<file path="config.mk">
export PLATFORM = sky130hd
export DESIGN_NAME = artyz7_button_debounce
export DESIGN_NICKNAME = d
export VERILOG_FILES = /design/src/rtl/artyz7_button_debounce.sv
export SDC_FILE = /design/constraint.sdc
export NUM_CORES = 1
export LEC_CHECK = 0
export CAP_MARGIN = 20
export CELL_PAD_IN_SITES_DETAIL_PLACEMENT = 0
export CELL_PAD_IN_SITES_GLOBAL_PLACEMENT = 1
export CORE_MARGIN = 2
export CORE_UTILIZATION = 41
export CTS_BUF_LIST = sky130_fd_sc_hd__clkbuf_16
export CTS_CLUSTER_DIAMETER = 200
export DETAILED_ROUTE_END_ITERATION = 6
export GPL_TIMING_DRIVEN = 0
export PLACE_DENSITY_LB_ADDON = 0.1
export SLEW_MARGIN = 0
export SYNTH_ARGS = -nofsm -noshare
export SYNTH_HDL_FRONTEND = slang
export SYNTH_SLANG_ARGS = --single-unit
</file>
<file path="constraint.sdc">
create_clock -name clk -period 1.9 [get_ports clk]
set_clock_uncertainty 0.15 [all_clocks]
set_input_delay 0.38 -clock clk [delete_from_list [all_inputs] [get_ports clk]]
set_output_delay 0.38 -clock clk [all_outputs]
set_load 0.1 [all_outputs]
</file>
<file path="src/rtl/artyz7_button_debounce.sv">
// Per-channel push-button conditioner: two-flop synchronizer, debounce counter, press/release pulses.
// Optional long-press detection is built when ARTYZ7_BUTTON_LONG_PRESS_EN is defined.
module artyz7_button_debounce #(
  parameter int num_buttons       = 4,
  parameter int stable_cycles     = 125000,
  parameter int long_press_cycles = 125000000
) (
  input  logic                   clk,
  input  logic                   reset,
  input  logic [num_buttons-1:0] button_raw,
  output logic [num_buttons-1:0] button_level,
  output logic [num_buttons-1:0] button_press,
  output logic [num_buttons-1:0] button_release,
  output logic [num_buttons-1:0] long_press
);

  localparam int cnt_w = (stable_cycles > 1) ? $clog2(stable_cycles) : 1;
  localparam logic [cnt_w-1:0] cnt_last = cnt_w'(stable_cycles - 1);

  if (stable_cycles < 1) begin : g_bad_stable
    $error("artyz7_button_debounce: stable_cycles must be >= 1");
  end

`ifdef ARTYZ7_BUTTON_LONG_PRESS_EN
  localparam int lp_w = (long_press_cycles > 0) ? $clog2(long_press_cycles + 1) : 1;
  localparam logic [lp_w-1:0] lp_target    = lp_w'(long_press_cycles);
  localparam logic [lp_w-1:0] lp_pre_target = lp_w'(long_press_cycles - 1);

  if (long_press_cycles < 1) begin : g_bad_long
    $error("artyz7_button_debounce: long_press_cycles must be >= 1");
  end
`else
  // long_press_cycles has no effect in this build; the port is tied low below.
  if (long_press_cycles == 0) begin : g_long_press_unused
  end
`endif

  for (genvar i = 0; i < num_buttons; i++) begin : g_ch
    logic             sync1;
    logic             sync2;
    logic [cnt_w-1:0] count;
    logic             level_q;
    logic             press_q;
    logic             release_q;

    // A pending acceptance is held off for one cycle after any pulse so a channel never pulses twice in a row.
    always_ff @(posedge clk) begin
      if (reset) begin
        sync1     <= 1'b0;
        sync2     <= 1'b0;
        count     <= '0;
        level_q   <= 1'b0;
        press_q   <= 1'b0;
        release_q <= 1'b0;
      end else begin
        sync1     <= button_raw[i];
        sync2     <= sync1;
        press_q   <= 1'b0;
        release_q <= 1'b0;
        if (sync2 == level_q) begin
          count <= '0;
        end else if (count == cnt_last) begin
          if (!(press_q || release_q)) begin
            level_q   <= sync2;
            count     <= '0;
            press_q   <= sync2;
            release_q <= ~sync2;
          end
        end else begin
          count <= count + 1'b1;
        end
      end
    end

    assign button_level[i]   = level_q;
    assign button_press[i]   = press_q;
    assign button_release[i] = release_q;

`ifdef ARTYZ7_BUTTON_LONG_PRESS_EN
    logic [lp_w-1:0] lp_count;
    logic            lp_q;

    // Counts held-cycles of the debounced level, saturating; fires once as the count reaches the target.
    always_ff @(posedge clk) begin
      if (reset || !level_q) begin
        lp_count <= '0;
        lp_q     <= 1'b0;
      end else begin
        lp_q <= (lp_count == lp_pre_target);
        if (lp_count != lp_target) begin
          lp_count <= lp_count + 1'b1;
        end
      end
    end

    assign long_press[i] = lp_q;
`else
    assign long_press[i] = 1'b0;
`endif
  end

endmodule

</file>
==> flow_summary.json <==
{
  "num_vias": 3633,
  "drive_gt1_frac": 0.244,
  "cp_slowest_stage_delay_ns": 0.55,
  "critPathRequiredTime_ns": 1.98,
  "n_fill_cell": 955,
  "start_util": 0.423,
  "synth_area_leaders": "dfxtp_1 (42%), xnor2_1 (5.3%), nand3_1 (4.0%)",
  "worstMarginPinSlew_ns": 0.560,
  "grt_remaining_overflow": 0,
  "drc": 0,
  "fp.dieH_um": 105,
  "grt_max_degree": 16,
  "drt_iter0_markers": 97,
  "arrival_ns": 2.19,
  "groute.usage.overall": 0.179,
  "rows": 36,
  "finalHoldViolations": 0,
  "finalCriticalPeriod_ns": 2.12,
  "fin_cells": 662,
  "cts_tree": "yes",
  "hold_depth": 1,
  "fin_util": 0.523,
  "status": "finished, violations left",
  "hold_path.class": "reg2reg",
  "multi_input_area_sq_um": 2400,
  "cts_buffer_depth": 2,
  "final_nets": 534,
  "whs_ns": 0.299,
  "gp_congestion": 0.771,
  "insertion_delay_ns": 0.34,
  "synth_edf_count": 0,
  "dr.pass1.iters": 6,
  "drv_cap": 0,
  "crit_path_end_kind": "register",
  "regArea_sq_um": 1790,
  "synth_top_area_cell": "dfxtp_1",
  "antenna_found_initial": 0,
  "ys_types": 50,
  "wl_per_cell_um": 14.2,
  "grt_pass1_vias": 3367,
  "ys_seq_area_frac": 0.424,
  "place_hpwl_mm": 6.39,
  "ios": 22,
  "slew_violations": 0,
  "cp_slowest_cell": "or4bb_4",
  "cp_max_fo": 5,
  "max_freq_ghz": 0.472,
  "reg2reg_depth": 5,
  "syn_avg_cell_area_sq_um": 8.58,
  "powerDensity_nw_per_um2": 780,
  "rsz0062_at_grt": "true",
  "yosys_warnings": 0,
  "grt_pass1_wl_mm": 16.0,
  "async_reset_ff_frac": 0,
  "diodes": 0,
  "ys_seq_elements": 88,
  "syn_inst": 484,
  "syn2layout_area_growth_pct": 23.7,
  "violations": "setup timing",
  "relSlewSlack": 0.623,
  "root_buffer": "clkbuf_16",
  "cts_made_buffers": 9,
  "power.leakage_nw": 1.67,
  "viasPerCell": 5.49,
  "die-area_sq_um": 11000,
  "clk_pin_slew_ns": 0.07,
  "cts_max_level": 3,
  "coreArea_sq_um": 9820,
  "numPortBuffers": 17,
  "place_inst": 637,
  "cts_hold_buffers": 0,
  "finalSetupViolCount": 19,
  "layout_setup_ws_ns": -0.218,
  "dp_slack_ns": -0.692,
  "die_x_um": 105,
  "finalCritPeriodShare": 1.11,
  "final_area_sq_um": 5140,
  "totalWireLength_mm": 9.43,
  "placed_area_sq_um": 4520,
  "critPathLaunchType": "register",
  "ir_drop_mv": 0.441,
  "crit_chain": "or4bb_4 > or4_4 > o21ai_4 > buf_6 > o21ai_2",
  "synth_top_area_frac": 0.424,
  "ys.flop_type": "dfxtp_1",
  "worstSetupPathType": "reg2reg",
  "netlist_area_sq_um": 4150,
  "cts_sinks": 88,
  "ant_nets": 0
}
logic make-up after synthesis:
logic type / after synthesis / synth area share
and+or+nand+nor: 250 / 0.330
DFF: 88 / 0.424
AOI/OAI and AO/OA: 65 / 0.0970
xor gates and xnor gates: 41 / 0.0864
buffers and inverters: 34 / 0.0473
adders and majority gates: 4 / 0.0120
other: 1 / 0.000903
muxes: 1 / 0.00241
worst paths after layout:
| kind | startpoint | to | slack, ns |
|---|---|---|---|
| worst min register to register | g_ch[2].sync1$_SDFF_PP0_ | g_ch[2].sync2$_SDFF_PP0_ | 0.30 |
| worst min-delay path | g_ch[2].sync1$_SDFF_PP0_ | g_ch[2].sync2$_SDFF_PP0_ | 0.30 |
| worst max register to register | g_ch[1].count[10]$_SDFFE_PP0P_ | g_ch[1].count[14]$_SDFFE_PP0P_ | -0.22 |
| worst max-delay path | g_ch[1].count[10]$_SDFFE_PP0P_ | g_ch[1].count[14]$_SDFFE_PP0P_ | -0.22 |
synth_stat cells, types with 3 or more instances:
library cell,n
nand3_1,33
nor3_1,31
a21oi_1,20
nor2_1,44
a21o_1,4
clkbuf_1,12
o21ai_0,19
buf_4,16
nor4_1,13
or2_2,6
nor2b_1,9
xnor2_1,25
and4_1,7
or4_1,13
nand4_1,23
xor2_1,16
o31ai_1,5
o211ai_1,3
inv_1,3
o21ai_2,3
nand2_1,31
ha_1,4
dfxtp_1,88
and3_1,11
nor4b_1,4
or3_1,9
and2_1,3
final cells by class:
type,count,share of cell area
clock inverter,7,0.0234
clock buffer,9,0.0438
tap,133,0.0324
inverter,3,0.00219
multi-input combinational,365,0.467
timing repair buffer,31,0.0465
sequential,88,0.349
buffer,26,0.0360
routing by layer:
layer | GRT usage | part of all wire
met1 | 0.234 | 0.49
met2 | 0.290 | 0.47
met3 | 0.0536 | 0.031
met4 | 0.0467 | 0.013
met5 | 0 | 0
per-stage QoR:
step           power (mW)  TNS [ns]
2_1_floorplan        1.98     -2.04
3_3_place_gp         2.00    -30.80
3_5_place_dp         2.00    -33.56
4_1_cts              4.05     -3.08
5_1_grt              4.15     -3.99
6_report             4.01     -2.98
state kept, by name (all words and copies together), names as in the netlist:
| register | count |
|---|---|
| g_ch.sync1 | 4 |
| g_ch.level_q | 4 |
| g_ch.count | 68 |
| g_ch.sync2 | 4 |
| g_ch.release_q | 4 |
| g_ch.press_q | 4 |
layout by cell type (no fill, tap or decap), types with 3 or more instances in the layout:
cell type / netlist / layout
nand3_1: 33 / 29
dfxtp_4: 0 / 3
inv_1: 3 / 3
nand4_1: 23 / 23
clkbuf_16: 0 / 9
nor2_2: 0 / 5
buf_2: 1 / 8
or3_1: 9 / 8
a21o_1: 4 / 3
nor4_2: 0 / 4
dfxtp_1: 88 / 68
nand2_1: 31 / 29
or4_1: 13 / 9
xor2_1: 16 / 16
or2_2: 6 / 5
xnor2_1: 25 / 25
or4_4: 0 / 4
clkbuf_1: 12 / 3
o31ai_1: 5 / 5
nor2b_1: 9 / 9
nor3_1: 31 / 28
o21ai_0: 19 / 17
and3_1: 11 / 9
and4_1: 7 / 7
bufinv_16: 0 / 3
dfxtp_2: 0 / 17
nor4b_1: 4 / 4
clkdlybuf4s50_1: 0 / 5
buf_4: 16 / 32
nor2_1: 44 / 39
o211ai_1: 3 / 3
conb_1: 1 / 4
nor4_1: 13 / 9
buf_6: 1 / 3
a21oi_1: 20 / 18
and2_1: 3 / 3
worst max-delay path, delay by kind of cell (launching register included):
family                 cells  cell delay, ns
AOI/OAI and AO/OA          2            0.25
buffers and inverters      1            0.17
DFF                        1            0.35
and+or+nand+nor            2            1.08
where the power goes:
group / switching [mW] / total (mW) / internal [mW] / leakage [nW]
Clock: 0.755 / 2.04 / 1.29 / 0.166
Sequential: 0.00942 / 1.86 / 1.85 / 0.722
Combinational: 0.0693 / 0.105 / 0.0354 / 0.787
Total: 0.834 / 4.01 / 3.17 / 1.67
what timing repair did:
item	in CTS	in global routing
resized for setup	87	46
endpoints found under the setup margin	82	61
pin swaps	14	5
cloned	1	0
setup buffers	6	7
No activity file was read; power rests on OpenSTA's default activity.
